File: config.mk
export PLATFORM = sky130hd
export DESIGN_NAME = fifo_stream_drain
export DESIGN_NICKNAME = d
export VERILOG_FILES = /design/src/rtl/fifo_stream_drain_pkg.sv /design/src/rtl/fifo_stream_drain_stats.sv /design/src/rtl/fifo_stream_drain.sv
export SDC_FILE = /design/constraint.sdc
export NUM_CORES = 1
export LEC_CHECK = 0
export BUFFER_PORTS_ARGS = -buffer_cell sky130_fd_sc_hd__buf_4
export CAP_MARGIN = 20
export CORE_AREA = 10 10 92 94
export CTS_CLUSTER_SIZE = 40
export DETAILED_ROUTE_END_ITERATION = 10
export DIE_AREA = 0 0 102 104
export GPL_TIMING_DRIVEN = 0
export PLACE_DENSITY = 0.69
export SYNTH_ARGS = -nofsm -noshare
export SYNTH_HDL_FRONTEND = slang
export SYNTH_SLANG_ARGS = --single-unit
File: constraint.sdc
create_clock -name clk -period 2.8 [get_ports clk]
set_input_delay 0.14 -clock clk [delete_from_list [all_inputs] [get_ports clk]]
set_output_delay 0.14 -clock clk [all_outputs]
set_load 0.005 [all_outputs]
File: src/rtl/fifo_stream_drain_pkg.sv
// Shared types for the FIFO read-side stream drain: occupancy encoding and stats width.
// The optional statistics block is enabled with FIFO_STREAM_DRAIN_STATS_EN.
package fifo_stream_drain_pkg;

    localparam int DRAIN_STAT_W = 32;

    typedef enum logic [1:0] {
        S_EMPTY = 2'd0,
        S_ONE   = 2'd1,
        S_TWO   = 2'd2
    } drain_state_e;

    // Saturating increment: holds at all-ones instead of wrapping.
    function automatic logic [DRAIN_STAT_W-1:0] sat_inc(input logic [DRAIN_STAT_W-1:0] v);
        return (&v) ? v : v + DRAIN_STAT_W'(1);
    endfunction

endpackage

File: src/rtl/fifo_stream_drain_stats.sv
// Saturating give/stall counters for fifo_stream_drain; built only with FIFO_STREAM_DRAIN_STATS_EN.
module fifo_stream_drain_stats
    import fifo_stream_drain_pkg::*;
(
    input  logic                    clk,
    input  logic                    rst_n,
    input  logic                    i_clr,
    input  logic                    i_give,
    input  logic                    i_stall,
    output logic [DRAIN_STAT_W-1:0] o_words,
    output logic [DRAIN_STAT_W-1:0] o_stall
);

    logic [DRAIN_STAT_W-1:0] r_words;
    logic [DRAIN_STAT_W-1:0] r_stall;

    // Clear takes precedence over a same-cycle increment.
    always_ff @(posedge clk or negedge rst_n) begin
        if (!rst_n) begin
            r_words <= '0;
            r_stall <= '0;
        end else if (i_clr) begin
            r_words <= '0;
            r_stall <= '0;
        end else begin
            if (i_give)  r_words <= sat_inc(r_words);
            if (i_stall) r_stall <= sat_inc(r_stall);
        end
    end

    assign o_words = r_words;
    assign o_stall = r_stall;

endmodule

File: src/rtl/fifo_stream_drain.sv
// Converts a show-ahead FIFO pop interface into a registered valid/ready stream via a 2-entry skid.
// Optional counters are added when FIFO_STREAM_DRAIN_STATS_EN is defined.
module fifo_stream_drain
    import fifo_stream_drain_pkg::*;
#(
    parameter int WIDTH = 32
) (
    input  logic                    clk,
    input  logic                    rst_n,
    input  logic                    fifo_empty,
    input  logic [WIDTH-1:0]        fifo_rd_data,
    output logic                    fifo_pop,
    input  logic                    enable,
    input  logic                    flush,
    output logic                    m_valid,
    input  logic                    m_ready,
    output logic [WIDTH-1:0]        m_data,
    output logic                    busy,
`ifdef FIFO_STREAM_DRAIN_STATS_EN
    input  logic                    stat_clr,
    output logic [DRAIN_STAT_W-1:0] stat_words,
    output logic [DRAIN_STAT_W-1:0] stat_stall,
`endif
    output drain_state_e            o_dbg_state
);

    // Handshake: a word transfers on a rising edge where m_valid && m_ready; once m_valid
    // is high it and m_data hold until that transfer (or a flush) occurs.

    drain_state_e     r_state;
    drain_state_e     w_next_state;
    logic [WIDTH-1:0] r_head;
    logic [WIDTH-1:0] r_skid;
    logic             w_take;
    logic             w_give;

    assign w_take = fifo_pop;
    assign w_give = m_valid && m_ready;

    always_ff @(posedge clk or negedge rst_n) begin
        if (!rst_n) r_state <= S_EMPTY;
        else        r_state <= w_next_state;
    end

    always_comb begin
        w_next_state = r_state;
        if (flush) begin
            w_next_state = S_EMPTY;
        end else begin
            case (r_state)
                S_EMPTY: if (w_take) w_next_state = S_ONE;
                S_ONE: begin
                    if (w_take && !w_give)      w_next_state = S_TWO;
                    else if (!w_take && w_give) w_next_state = S_EMPTY;
                end
                S_TWO:   if (w_give) w_next_state = S_ONE;
                default: w_next_state = S_EMPTY;
            endcase
        end
    end

    // Pop depends only on registered occupancy and inputs, never on m_ready.
    always_comb begin
        m_valid  = (r_state != S_EMPTY);
        fifo_pop = enable && !fifo_empty && !flush && (r_state != S_TWO);
        busy     = m_valid || fifo_pop;
    end

    // The skid word is always older than a later pop, so it refills the head first.
    always_ff @(posedge clk or negedge rst_n) begin
        if (!rst_n) begin
            r_head <= '0;
            r_skid <= '0;
        end else if (!flush) begin
            case (r_state)
                S_EMPTY: if (w_take) r_head <= fifo_rd_data;
                S_ONE: begin
                    if (w_take && w_give)  r_head <= fifo_rd_data;
                    else if (w_take)       r_skid <= fifo_rd_data;
                end
                S_TWO:   if (w_give) r_head <= r_skid;
                default: ;
            endcase
        end
    end

    assign m_data      = r_head;
    assign o_dbg_state = r_state;

`ifdef FIFO_STREAM_DRAIN_STATS_EN
    fifo_stream_drain_stats u_stats (
        .clk     (clk),
        .rst_n   (rst_n),
        .i_clr   (stat_clr),
        .i_give  (w_give),
        .i_stall (m_valid && !m_ready),
        .o_words (stat_words),
        .o_stall (stat_stall)
    );
`endif

endmodule
=== Yosys cells after proc, flatten, opt, wreduce, memory -nomap -nowiden ===
Index checks and enable logic that the tools add are counted.

* Input port bits: 38
* Register bits after elaboration: 66
* Logic and storage cells: 42

* Reductions and logical operators: 18
* Bitwise logic cells: 2
* Mux-type cells: 10
* Equal/unequal tests: 9

{| class="wikitable"
|+ Operator list
! kind !! count
|-
| 32-bit two-way mux || 3
|-
| 32-bit one-hot mux with 3 select lines || 1
|-
| 2-bit two-way mux || 5
|-
| 2-bit inequality test (second input constant) || 4
|-
| 1-bit logical AND || 7
|-
| 3-bit inequality test (second input constant) || 2
|-
| 2-bit one-hot mux with 3 select lines || 1
|-
| 5-bit AND reduction || 1
|-
| 1-bit zero test || 4
|-
| 4-bit inequality test (second input constant) || 1
|-
| 4-bit AND reduction || 1
|-
| 3-bit AND reduction || 1
|-
| 3-bit nonzero test || 1
|-
| 2-bit by 1-bit equality test with 1-bit output (second input constant) || 1
|-
| 2-bit equality test (second input constant) || 1
|-
| 2-bit zero test || 1
|-
| 1-bit NOT || 2
|-
| 2-bit nonzero test || 1
|-
| 1-bit logical OR || 1
|}

=== Depth between registers and ports, before layout ===
Gate-level depths: netlist of run 1.

* Word-level depth: 10
* Gate-level depth with buffers: 5
* Depth with buffers taken out: 4

=== Worst setup path after synthesis of run 1 ===
Ideal clock, no wire load.

* Path type: reg-to-reg
* Start point: register r_state[1], in the netlist o_dbg_state[1]
* End point: register r_skid[0]
* Slack: 1.118 ns
* Setup time: 0.125 ns
* Cell stages (with the launch flop): 5
* Data arrival time: 1.556 ns
* Path through: dfrtp_1 or4_4 buf_6 buf_6 mux2_4

* Word-level cells in the longest chain between the ends: 5
* Elaborated cells between the ends (all ways): 8

{| class="wikitable"
|+ RTL lines
! element !! RTL line !! RTL
|-
| start: declaration || fifo_stream_drain.sv:30 || <nowiki>drain_state_e r_state;</nowiki>
|-
| start signal: assignment || fifo_stream_drain.sv:42 || <nowiki>else r_state <= w_next_state;</nowiki>
|-
| 2-bit inequality test / 2-bit nonzero test (equally long branches) || fifo_stream_drain.sv:65, fifo_stream_drain.sv:64 ||
|-
| 1-bit logical AND (on tied branches) || fifo_stream_drain.sv:65, fifo_stream_drain.sv:38 ||
|-
| 1-bit logical AND || fifo_stream_drain.sv:78 || <nowiki>if (w_take && w_give) r_head <= fifo_rd_data;</nowiki>
|-
| 1-bit NOT (no line) || - ||
|-
| 4-bit AND reduction (no line) * || - ||
|-
| end signal: assignment || fifo_stream_drain.sv:79 || <nowiki>else if (w_take) r_skid <= fifo_rd_data;</nowiki>
|-
| end: declaration || fifo_stream_drain.sv:33 || <nowiki>logic [WIDTH-1:0] r_skid;</nowiki>
|}

Mark *: on every way between the ends. The rest lies on a longest branch, timed or not.
A chain may end at the register's enable or synchronous reset.

=== Worst setup path after layout of run 1 ===
* Start point: input port m_ready
* End point: register r_head[6], in the netlist m_data[6]

* Word-level cells in the longest chain between the ends: 4
* Elaborated cells between the ends (all ways): 5

{| class="wikitable"
|+ RTL lines
! element !! RTL line !! RTL
|-
| start: declaration || fifo_stream_drain.sv:16 || <nowiki>input logic m_ready,</nowiki>
|-
| 1-bit logical AND * || fifo_stream_drain.sv:38 || <nowiki>assign w_give = m_valid && m_ready;</nowiki>
|-
| 1-bit logical AND || fifo_stream_drain.sv:78 ||
|-
| 2-bit inequality test (no line) || - ||
|-
| 5-bit AND reduction (no line) * || - ||
|-
| end signal: assignment || fifo_stream_drain.sv:76 || <nowiki>S_EMPTY: if (w_take) r_head <= fifo_rd_data;</nowiki>
|-
| end signal: assignment || fifo_stream_drain.sv:78 ||
|-
| end signal: assignment || fifo_stream_drain.sv:81 || <nowiki>S_TWO: if (w_give) r_head <= r_skid;</nowiki>
|-
| end: declaration || fifo_stream_drain.sv:32 || <nowiki>logic [WIDTH-1:0] r_head;</nowiki>
|}

Marks and branches as above.

==> results of run 1 <==
==> sequential cells by signal, indices dropped and copies added (netlist names) <==
register     flops
r_skid          32
o_dbg_state      2
m_data          32
==> per-layer routing <==
layer	up-vias	wire [um]
met5	-	0
met4	0	51
met3	8	572
met2	61	3240
met1	972	2830
li1	959	-
==> synthesized netlist by cell type, drive strengths merged <==
library cell,number
a21oi,1
a31oi,1
buf,9
clkbuf,5
dfrtp,66
inv,1
mux2,33
mux2i,33
nand2,32
nand2b,2
nor2,2
nor2b,3
nor3,2
nor4bb,1
o21ai,32
o21bai,1
o22a,1
or2,1
or4,1
==> final timing paths <==
check                      cells past startpoint              from  slack [ns]         end
setup / recovery                               6           m_ready        0.75   m_data[6]
hold / removal                                 2  fifo_rd_data[28]        0.04  r_skid[28]
setup reg to reg                               4    o_dbg_state[1]        0.84   m_data[6]
hold reg to reg                                2         m_data[7]        0.48   m_data[7]
max in group asynchronous                      2             rst_n        1.81  r_skid[13]
min in group asynchronous                      2             rst_n        0.45  m_data[16]
==> placed cells by master, fill, tap and decap left out, drive strengths merged <==
cell type and count:
a21oi 1, a31oi 1, buf 83, bufinv 1, clkbuf 16, clkinv 2, dfrtp 66, dlygate4sd3 3
inv 1, mux2 33, mux2i 33, nand2 32, nand2b 2, nor2 2, nor2b 3, nor3 2
nor4bb 1, o21ai 32, o21bai 1, o22a 1, or2 1, or4 1
==> power breakdown <==
| group | internal (W) | switching, W | leakage (nW) | total, W |
|---|---|---|---|---|
| logic | 0.000311 | 0.000172 | 0.968 | 0.000483 |
| clock network | 0.000447 | 0.000336 | 0.101 | 0.000783 |
| registers | 0.00113 | 0.000107 | 0.845 | 0.00124 |
==> stage by stage <==
stage	cells	setup WS, ns	instance area [um2]	util [%]	total power, W
6_report	398	0.748	3830	57.3	0.00251
5_1_grt	398	0.527	3830	57.3	0.00265
4_1_cts	398	0.728	3830	57.3	0.00255
3_5_place_dp	381	0.829	3610	54.0	0.00175
3_3_place_gp	381	0.816	3610	54.0	0.00173
2_1_floorplan	227	1.12	2950	-	0.00147
==> logic make-up (layout without fill, tap and decap cells) <==
kind of cell / count (synthesis) / after routing / synth area share (%)
simple gates: 44 / 44 / 6.91
buf+inv: 15 / 106 / 3.14
compound gates: 36 / 36 / 6.36
flops: 66 / 66 / 56.0
mux: 66 / 66 / 27.6
==> cell type report <==
cell class,instances,area [um2]
buffer,14,88.8
clock buffer,11,151
clock inverter,3,40.0
fill,591,2850
inverter,1,3.75
multi-input combinational,146,1210
sequential,66,1650
tap,80,100
timing repair buffer,77,586
==> flow_metrics.py, run 1 <==
metrics = {
    "global_routing": {
        "grt_overflow": 0,
        "grt_pass1_wl_mm": 10.9,
        "antenna_found_initial": 0,
        "track_usage_pct": 12.9,
        "use_met3_pct": 6.64,
        "met2_usage_pct": 20.7,
        "grt_pass1_vias": 2206,
        "top_usage_layer": "met2",
        "grt_max_degree": 67,
        "use_met1_pct": 14.6,
    },
    "worst_setup_path": {
        "worstPathArrival_ns": 2.24,
        "cp_max_fo": 10,
        "end_kind": "flop",
        "cpPeakStageDelay_ns": 0.63,
        "start_kind": "primary input",
        "cp.required_ns": 2.99,
        "cp_num_buf_inv": 3,
        "setup.worst_path.class": "in -> reg",
        "crit_chain": "dlygate4sd3_1 -> buf_4 -> nand2b_1 -> a31oi_1 -> clkbuf_1 -> o21ai_0",
        "critPathTopFamily": "buffers and inverters",
        "crit_slowest_cell": "a31oi_1",
    },
    "cts": {
        "cts_setup_buffers": 0,
        "clock-sinks": 66,
        "cts_hold_buffers": 3,
        "cts_root_buf": "clkbuf_8",
        "cts_tree": "built",
        "clk_path_buf_depth": 2,
        "ctsResizeCount": 0,
        "htree_levels": 3,
        "numCtsBuffers": 9,
        "clkTransAtPathRegs_ns": 0.07,
        "clk_latency_ns": 0.33,
    },
    "layout": {
        "syn2layout_area_growth_pct": 29.7,
        "diodes": 0,
        "drive_above_1_share_pct": 41.2,
        "nNetsFinal": 353,
    },
    "floorplan": {
        "core-area_um2": 6680,
        "die_w_um": 102,
        "ioPinCount": 75,
        "chipHeight_um": 104,
        "initial_core_util_pct": 44.2,
        "num_rows": 30,
        "die_area_um2": 10600,
    },
    "timing": {
        "fin_skew_ns": 0.00728,
        "fin_hold_ws_ns": 0.0380,
        "slew_headroom_pct": 45.0,
        "hold_violations": 0,
        "fin_crit_sh_pct": 73.3,
        "rsz0062_at_grt": "no",
        "fmaxAchievable_mhz": 487,
        "setup_viol": 0,
        "fin_crit_ns": 2.05,
        "worst_pin_slew_ns": 0.826,
        "slew_viol_final": 0,
        "finalSetupTns_ns": 0,
    },
    "logic_synthesis": {
        "synth_area_leaders": "dfrtp_1, mux2_4, mux2i_1",
        "ys_seq_area_share_pct": 56.0,
        "syn_avg_cell_area_um2": 13.0,
        "synth_cell_types": 23,
        "ys_ff_latch": 66,
        "synthCells": 227,
        "synth_area_um2": 2950,
        "synth_nets": 265,
        "yosys_warnings": 0,
        "yosysTopAreaCellShare_pct": 56.0,
        "synth_top_cell_by_area": "dfrtp_1",
    },
    "route": {
        "final_antenna_net_count": 0,
        "via_per_inst": 5.03,
        "drtIter0Drc": 49,
        "vias": 2000,
        "wl_per_cell_um": 16.8,
        "drc": 0,
        "drt-pass1-iter-count": 4,
        "wirelength_mm": 6.69,
    },
    "power": {
        "power.leakage_nw": 1.91,
        "irDropWorstVdd_uv": 450,
        "powerDensity_nw_per_um2": 655,
    },
    "placement": {
        "io_buffers": 74,
        "dp_hpwl_mm": 4.72,
        "globalplace.congestion": 0.749,
    },
    "min_path": {
        "hp-class": "in -> reg",
    },
    "flow_run": {
        "maxCapViolCount": 0,
    },
    "status": {
        "status": "completed",
    },
}
(Power assumes the default switching activity.)
==> inputs of run 2 (changes only) <==
Settings changed: PLACE_DENSITY 0.69 to 0.71.
Clock period 2.8 ns to 1.8 ns, I/O delays scaled along.
==> run 2 against run 1 <==
Compared with the run above: sequential cell count did not move; register-to-register slack got worse by 0.78 ns; sequential share of layout area fell by 3.5 points; critical path type is now reg -> reg; largest power group unchanged; highest routed layer unchanged.
==> flow_metrics.py, run 2 (synthesized netlist as in run 1, its figures left out) <==
metrics = {
    "global_routing": {
        "track_usage_pct": 13.7,
        "grt_overflow": 0,
        "grt_max_degree": 67,
        "antenna_found_initial": 0,
        "grt_pass1_wl_mm": 11.6,
        "grt_pass1_vias": 2392,
    },
    "timing": {
        "fin_hold_ws_ns": 0.145,
        "hold_violations": 0,
        "setup_viol": 0,
        "slew_headroom_pct": 44.7,
        "fin_skew_ns": 0.00967,
        "fin_crit_ns": 1.74,
        "rsz0062_at_grt": "no",
        "fmaxAchievable_mhz": 576,
        "worst_pin_slew_ns": 0.829,
        "slew_viol_final": 0,
        "fin_crit_sh_pct": 96.4,
    },
    "worst_setup_path": {
        "cp_common_cell": "buf_6",
        "reg2reg_to": "r_skid[17]",
        "crit_slowest_cell": "or4_4",
        "cp_max_fo": 10,
        "crit_chain": "nand2b_1 -> or4_4 -> buf_6 -> buf_6 -> mux2_4",
        "worstPathArrival_ns": 1.95,
        "r2r_slack_ns": 0.06,
        "cpPeakStageDelay_ns": 0.44,
        "critPathTopFamily": "simple AND/OR/NAND/NOR gates",
        "crit-reg2reg-launch": "o_dbg_state[0]",
        "start_kind": "flop",
        "setup.worst_path.class": "reg -> reg",
        "cp_num_buf_inv": 2,
        "end_kind": "flop",
        "cp.required_ns": 2.02,
        "worst-r2r-cell-count": 5,
    },
    "floorplan": {
        "die_area_um2": 10600,
        "initial_core_util_pct": 44.2,
        "num_rows": 30,
        "core-area_um2": 6680,
        "ioPinCount": 75,
        "die_w_um": 102,
        "chipHeight_um": 104,
    },
    "layout": {
        "nNetsFinal": 387,
        "layout_common_cells": "buf_4, dfrtp_1, dlygate4sd3_1, mux2i_1",
        "syn2layout_area_growth_pct": 41.5,
        "layout_commonest_cell": "buf_4",
        "diodes": 0,
        "drive_above_1_share_pct": 40.7,
    },
    "power": {
        "clockPowerShare_pct": 28.3,
        "p_int_w": 0.00279,
        "swShare_pct": 27.2,
        "total_power_w": 0.00383,
        "switching_power_w": 0.00104,
        "pwr-share-seq_pct": 50.3,
        "power.leakage_nw": 2.05,
        "combPwrFrac_pct": 21.4,
        "irDropWorstVdd_uv": 618,
        "powerDensity_nw_per_um2": 918,
    },
    "min_path": {
        "worstHoldPathCells": 4,
        "hp-class": "in -> reg",
        "worst_hold_path.endpoint": "o_dbg_state[1]",
        "hp-start": "fifo_empty",
    },
    "placement": {
        "globalplace.congestion": 0.743,
        "io_buffers": 74,
        "dp_hpwl_mm": 4.63,
    },
    "route": {
        "vias": 2159,
        "final_antenna_net_count": 0,
        "drc": 0,
        "wirelength_mm": 7.03,
        "via_per_inst": 4.97,
        "wl_per_cell_um": 16.2,
        "drtIter0Drc": 54,
        "drt-pass1-iter-count": 4,
    },
    "cts": {
        "numCtsBuffers": 9,
        "cts_root_buf": "clkbuf_8",
        "clk_latency_ns": 0.34,
        "cts_tree": "built",
        "htree_levels": 3,
        "clkTransAtPathRegs_ns": 0.07,
        "clk_path_buf_depth": 2,
        "clock-sinks": 66,
    },
    "flow_run": {
        "maxCapViolCount": 0,
    },
    "status": {
        "status": "completed",
    },
}
run 2: cell count changes in the layout (fill, tap and decap cells not counted), sizes merged:
cell,change
clkbuf,-2
dlygate4sd3,+32
buf,+2
bufinv,-1
clkinvlp,+3
clkinv,+2
run 2: worst max path at each step:
| stage | startpoint | end | slack (ns) | cells after the start |
|---|---|---|---|---|
| final | o_dbg_state[0] | r_skid[17] | 0.06 | 5 |
| after floorplan | o_dbg_state[1] | r_skid[0] | 0.12 | 4 |
| after global routing | o_dbg_state[0] | r_skid[13] | 0.0006 | 5 |
| after detailed placement | o_dbg_state[1] | m_data[6] | -0.19 | 4 |
| after global placement | o_dbg_state[1] | m_data[14] | -0.14 | 5 |
| after CTS | o_dbg_state[1] | m_data[3] | -0.02 | 5 |
run 2: layer usage:
layer	track usage, %	vias to the layer above	wire [um]
li1	-	1032	-
met4	4.84	0	64
met2	22.1	55	3460
met5	0	-	0
met3	4.25	7	417
met1	16.6	1065	3080
run 2: power by group through the flow:
stage                     combinational, W  sequential [W]  clock, W
final                             0.000819         0.00193   0.00108
after global routing              0.000916         0.00196   0.00116
after CTS                         0.000828         0.00193   0.00110
after detailed placement          0.000767         0.00195         0
after global placement            0.000749         0.00194         0
after floorplan                   0.000352         0.00193         0
run 2: tightest hold or removal path: stages:
cell     delay, ns
buf_4         0.08
nor2b_1       0.08
a21oi_1       0.14
nor3_1        0.05
run 2: through the flow:
step	instances	setup TNS (ns)	utilization, %	setup WS [ns]	instance area, um2
3_5_place_dp	381	-4.59	54.0	-0.195	3610
5_1_grt	434	0	62.5	0.000568	4170
2_1_floorplan	227	0	-	0.118	2950
3_3_place_gp	381	-3.71	54.0	-0.145	3610
4_1_cts	432	-0.0422	61.9	-0.0193	4140
6_report	434	0	62.5	0.0643	4170
run 2: final cells by class:
class,instances,area [um2]
Buffer,14,97.6
Sequential cell,66,1650
Clock inverter,7,46.3
Tap cell,80,100
Inverter,1,3.75
Fill cell,515,2510
Multi-Input combinational cell,146,1230
Clock buffer,9,124
Timing Repair Buffer,111,921
run 2: repair_timing:
action                                  CTS  global route
gates cloned                              0             0
gates resized for setup                   3            12
hold buffers                             35             0
hold endpoints to repair                100             0
pin swaps                                 0             0
endpoints found under the setup margin   33            61
buffers inserted                          0             2
